**src/rtl/gpr_seq_ctrl.sv**
```systemverilog
// Sequencer and 1-bit serial ALU for the two-entry bit-serial GPR file.
// One register-immediate operation is streamed LSB first through the GPR over WIDTH cycles.
`timescale 1ns/1ps

module gpr_seq_ctrl #(
    parameter int WIDTH = 8
) (
    input  logic             i_clk,
    input  logic             i_rst_n,
    input  logic             i_valid,
    output logic             o_ready,
    input  logic [2:0]       i_op,
    input  logic             i_addr,
    input  logic [WIDTH-1:0] i_imm,
    input  logic             i_gpr_bit,
    output logic             o_gpr_shift,
    output logic             o_gpr_write,
    output logic             o_gpr_addr,
    output logic             o_gpr_data,
    output logic             o_busy,
    output logic             o_done,
    output logic             o_carry,
    output logic             o_zero
);

    localparam int CNT_W = $clog2(WIDTH);

    typedef enum logic [1:0] {
        ST_IDLE,
        ST_EXEC,
        ST_DONE
    } state_t;

    typedef enum logic [2:0] {
        OP_CLR  = 3'b000,
        OP_LOAD = 3'b001,
        OP_ADD  = 3'b010,
        OP_SUB  = 3'b011,
        OP_AND  = 3'b100,
        OP_OR   = 3'b101,
        OP_XOR  = 3'b110,
        OP_NOT  = 3'b111
    } op_t;

    state_t           state;
    op_t              op_q;
    op_t              new_op;
    logic [WIDTH-1:0] imm_q;
    logic [CNT_W-1:0] cnt;
    logic             carry_q;
    logic             zero_acc;
    logic             res_bit;
    logic             carry_next;
    logic             last_bit;
    logic             bit_a;
    logic             bit_b;

    assign new_op   = op_t'(i_op);
    assign bit_a    = i_gpr_bit;
    // imm_q is shifted right every EXEC cycle, so bit 0 is always imm[k].
    assign bit_b    = imm_q[0];
    assign last_bit = (cnt == CNT_W'(WIDTH - 1));

    always_comb begin
        res_bit    = 1'b0;
        carry_next = carry_q;
        case (op_q)
            OP_CLR:  res_bit = 1'b0;
            OP_LOAD: res_bit = bit_b;
            OP_ADD: begin
                res_bit    = bit_a ^ bit_b ^ carry_q;
                carry_next = (bit_a & bit_b) | (bit_a & carry_q) | (bit_b & carry_q);
            end
            OP_SUB: begin
                res_bit    = bit_a ^ ~bit_b ^ carry_q;
                carry_next = (bit_a & ~bit_b) | (bit_a & carry_q) | (~bit_b & carry_q);
            end
            OP_AND:  res_bit = bit_a & bit_b;
            OP_OR:   res_bit = bit_a | bit_b;
            OP_XOR:  res_bit = bit_a ^ bit_b;
            OP_NOT:  res_bit = ~bit_a;
            default: res_bit = 1'b0;
        endcase
    end

    assign o_gpr_data = res_bit;

    // Flags update only on the EXEC->DONE edge and survive later accepts.
    always_ff @(posedge i_clk or negedge i_rst_n) begin
        if (!i_rst_n) begin
            state       <= ST_IDLE;
            op_q        <= OP_CLR;
            imm_q       <= '0;
            cnt         <= '0;
            carry_q     <= 1'b0;
            zero_acc    <= 1'b0;
            o_ready     <= 1'b1;
            o_gpr_shift <= 1'b0;
            o_gpr_write <= 1'b0;
            o_gpr_addr  <= 1'b0;
            o_busy      <= 1'b0;
            o_done      <= 1'b0;
            o_carry     <= 1'b0;
            o_zero      <= 1'b0;
        end else begin
            o_done <= 1'b0;
            case (state)
                ST_IDLE: begin
                    if (i_valid) begin
                        state       <= ST_EXEC;
                        op_q        <= new_op;
                        imm_q       <= i_imm;
                        cnt         <= '0;
                        carry_q     <= (new_op == OP_SUB);
                        zero_acc    <= 1'b0;
                        o_ready     <= 1'b0;
                        o_gpr_shift <= 1'b1;
                        o_gpr_write <= (new_op != OP_CLR);
                        o_gpr_addr  <= i_addr;
                        o_busy      <= 1'b1;
                    end
                end
                ST_EXEC: begin
                    carry_q  <= carry_next;
                    zero_acc <= zero_acc | res_bit;
                    imm_q    <= imm_q >> 1;
                    cnt      <= cnt + 1'b1;
                    if (last_bit) begin
                        state       <= ST_DONE;
                        o_gpr_shift <= 1'b0;
                        o_gpr_write <= 1'b0;
                        o_carry     <= carry_next;
                        o_zero      <= ~(zero_acc | res_bit);
                    end
                end
                ST_DONE: begin
                    state   <= ST_IDLE;
                    o_busy  <= 1'b0;
                    o_ready <= 1'b1;
                    o_done  <= 1'b1;
                end
                default: begin
                    state       <= ST_IDLE;
                    o_ready     <= 1'b1;
                    o_busy      <= 1'b0;
                    o_gpr_shift <= 1'b0;
                    o_gpr_write <= 1'b0;
                end
            endcase
        end
    end

endmodule

```
**config.mk**
```make
export PLATFORM = sky130hd
export DESIGN_NAME = gpr_seq_ctrl
export DESIGN_NICKNAME = d
export VERILOG_FILES = /design/src/rtl/gpr_seq_ctrl.sv
export SDC_FILE = /design/constraint.sdc
export NUM_CORES = 1
export LEC_CHECK = 0
export ABC_CLOCK_PERIOD_IN_PS = 1600
export CAP_MARGIN = 15
export CORE_MARGIN = 5
export CORE_UTILIZATION = 25
export CTS_CLUSTER_DIAMETER = 200
export DETAILED_ROUTE_END_ITERATION = 8
export SLEW_MARGIN = 5
export SYNTH_ARGS = -nofsm -noshare
export SYNTH_HDL_FRONTEND = slang
export SYNTH_SLANG_ARGS = --single-unit
```
**constraint.sdc**
```tcl
create_clock -name i_clk -period 1.6 [get_ports i_clk]
set_input_delay 0.32 -clock i_clk [delete_from_list [all_inputs] [get_ports i_clk]]
set_output_delay 0.32 -clock i_clk [all_outputs]
set_load 0.02 [all_outputs]
```
==> flow_summary_export.csv <==
group,metric,value,unit
yosys,syn_nets,146,
yosys,yosysWarnings,0,
setup_path,crit_start,"imm_q[0]",
power,sw_frac_of_total,37.19,%
yosys,synth_cells,125,
route,drt_pass1_iterations,4,
power,ir_drop,726.8,uV
sta,hold_violations,0,
floorplan,ios,25,
global_route,grt_pass1_wl,4767,um
yosys,synth_seq_cells,26,
yosys,yosysSeqAreaShare,49.81,%
yosys,async_reset_ff_share,100.0,%
sta,fin_ws,-0.4091,ns
global_route,grt_max_degree,27,
clocking,cts_sinks,26,
route,drt-wirelength-per-cell,11.45,um
clocking,cts_tree,"yes",
power,p_leak,0.8518,nW
sta,tightestPinTransition,0.3457,ns
route,drc,0,
global_route,antenna_found_initial,0,
final_layout,num_antenna_cells,0,
floorplan,fp.dieH,82.36,um
power,intPower,2.056,mW
setup_path,crit_path_end_kind,"output port",
sta,fin_crit,2.009,ns
setup_path,cp-start-kind,"flip-flop",
yosys,ys.flop_type,"dfrtp_1",
clocking,cts_buffer_depth,2,
sta,finalSetupViolCount,3,
final_layout,layout-drive-gt1-share,21.56,%
route,drt_iter0_drc,44,
outcome,status,"finished with violations",
setup_path,crit_arrival,1.69,ns
sta,slew_headroom,76.95,%
yosys,synth_edf_count,0,
final_layout,syn_to_final_growth,38.81,%
sta,post-route-period-util,125.6,%
placement,portBuffers,24,
hold_path,hold_class,"primary input to async pin",
floorplan,die_area,6782,um2
sta,slew_viol_final,0,
setup_path,cp_max_fo,2,
yosys,synth_top_area_cell,"dfrtp_1",
power,power.density,1802,nW/um2
setup_path,worstSetupPathType,"flip-flop to output port",
clocking,insertion_delay,0.27,ns
yosys,synth_top_area_share,47.80,%
power,power_frac_seq,34.6,%
placement,gp_congestion,0.7475,
sta,rsz0062_at_grt,"true",
power,power_switching,1.217,mW
global_route,grt_overflow,0,
clocking,htree_levels,1,
power,finalPower,3.274,mW
final_layout,final_util,35.57,%
job,drv_cap,0,
clocking,numCtsBuffers,3,
power,p_comb_share,53.8,%
placement,hpwl,2053,um
outcome,violations,"setup timing",
route,vias,976,
yosys,synth_area_per_cell,10.47,um2
setup_path,critPathRequiredTime,1.28,ns
route,wl,2714,um
yosys,ys_types,28,
yosys,ys_top_cells_by_area,"dfrtp_1 48%, mux2i_1 6.9%, nand2_1 6.9%",
clocking,cts-root-buf,"clkbuf_8",
final_layout,finalNetCount,189,
yosys,synthesis.area,1309,um2
setup_path,reg2reg_from,"imm_q[0]",
clocking,clk_pin_slew,0.09,ns
sta,clock_skew,0.002922,ns
clocking,cts_hold_buf,0,
route,viasPerCell,4.118,
floorplan,die-width,82.36,um
global_route,grt_pass1_vias,1006,
route,ant_nets,0,
sta,max_freq,497.7,MHz
floorplan,initial_core_util,25.62,%
power,pwr-share-clk,11.6,%
global_route,grt_usage,9.135,%
floorplan,core,5107,um2
floorplan,rows,26,
state kept, by name (all words and copies together), names as in the netlist:
signal and cells:
carry_q 1, cnt 3, imm_q 8, o_busy 1, o_carry 1, o_done 1, o_gpr_addr 1, o_gpr_shift 1
o_gpr_write 1, o_ready 1, o_zero 1, op_q 3, state 2, zero_acc 1
kinds of logic (layout without fill, tap and decap cells):
kind of cell	Yosys count	after routing	share of synthesized area, %
xor+xnor	2	2	1.339
mux	11	11	9.178
fa+ha+maj	5	5	4.780
buf+inv	12	54	4.780
flops	26	26	49.81
simple gates	41	41	15.11
compound gates	28	28	15.01
metal layers:
metal / GRT usage, % / up-vias / share of wire [%]
met3: 2.928 / 4 / 6.3
met2: 13.30 / 20 / 43
met1: 12.91 / 447 / 50
li1: - / 505 / -
met5: 0 / - / 0
met4: 2.492 / 0 / 0.96
metrics by stage:
| step | hold WS, ns | area (um2) | TNS (ns) | setup WS, ns | cells |
|---|---|---|---|---|---|
| after floorplan | 0.02441 | 1329 | -0.2107 | -0.1328 | 125 |
| after global placement | 0.4539 | 1748 | -2.192 | -1.073 | 231 |
| after detailed placement | 0.4682 | 1748 | -2.255 | -1.108 | 231 |
| after CTS | 0.4135 | 1812 | -0.8171 | -0.4190 | 237 |
| after global routing | 0.4303 | 1817 | -1.001 | -0.4843 | 237 |
| final | 0.4098 | 1817 | -0.7940 | -0.4091 | 237 |
cells in the mapped netlist, types with 2 or more instances:
cell and count:
nor2_1 6, mux2_4 2, nand2b_1 5, inv_1 7, mux2i_1 9, buf_4 2, a21oi_1 2, nor2b_1 3
o21ai_0 14, a22o_1 4, dfrtp_1 25, ha_1 5, buf_2 2, nand2_1 24, a31oi_1 2
worst max-delay path, cell delays in order, from the launching register on:
cell and delay [ns]:
dfrtp_1 0.39, inv_2 0.08, ha_4 0.20, xnor2_2 0.14, mux2_4 0.33, a21oi_4 0.14, buf_6 0.13
power groups by stage:
| stage | combinational [mW] | clock [mW] | sequential, mW |
|---|---|---|---|
| after CTS | 1.79 | 0.405 | 1.14 |
| after global routing | 1.96 | 0.415 | 1.18 |
| after global placement | 1.68 | 0 | 1.14 |
| final | 1.76 | 0.380 | 1.13 |
| after detailed placement | 1.71 | 0 | 1.15 |
| after floorplan | 1.00 | 0 | 1.21 |
area by class of cell:
class / count / area [um2]
Multi-Input combinational cell: 87 / 624.3
Timing Repair Buffer: 43 / 381.6
Sequential cell: 26 / 651.9
Tap cell: 70 / 87.58
Inverter: 7 / 26.28
Clock buffer: 4 / 45.04
Fill cell: 524 / 3291
cell usage in the layout (no fill, tap or decap), types with 3 or more instances in the layout:
cell             synthesis  routed
dfrtp_1                 25      25
nand2_1                 24      24
buf_4                    2      19
clkdlybuf4s50_1          0      18
o21ai_0                 14      14
mux2i_1                  9       9
nor2_1                   6       6
nand2b_1                 5       5
inv_1                    7       5
a22o_1                   4       4
dlygate4sd2_1            0       4
nor2b_1                  3       3
ha_1                     5       3
clkbuf_8                 0       3
repair_timing:
action	4_1_cts	5_1_grt
buffers inserted	2	0
gates resized for setup	12	2
endpoints found under the setup margin	6	4
pin swaps	3	1
path summary, 6_finish.rpt:
path / slack [ns] / cells past startpoint / end
min in group i_clk: 0.47 / 1 / o_zero
worst max-delay path: -0.41 / 6 / o_gpr_data
worst max register to register: -0.21 / 8 / zero_acc
worst min register to register: 0.47 / 1 / o_zero
max in group asynchronous: 0.88 / 2 / o_ready
worst min-delay path: 0.41 / 2 / imm_q[5]
(Power assumes the default switching activity.)
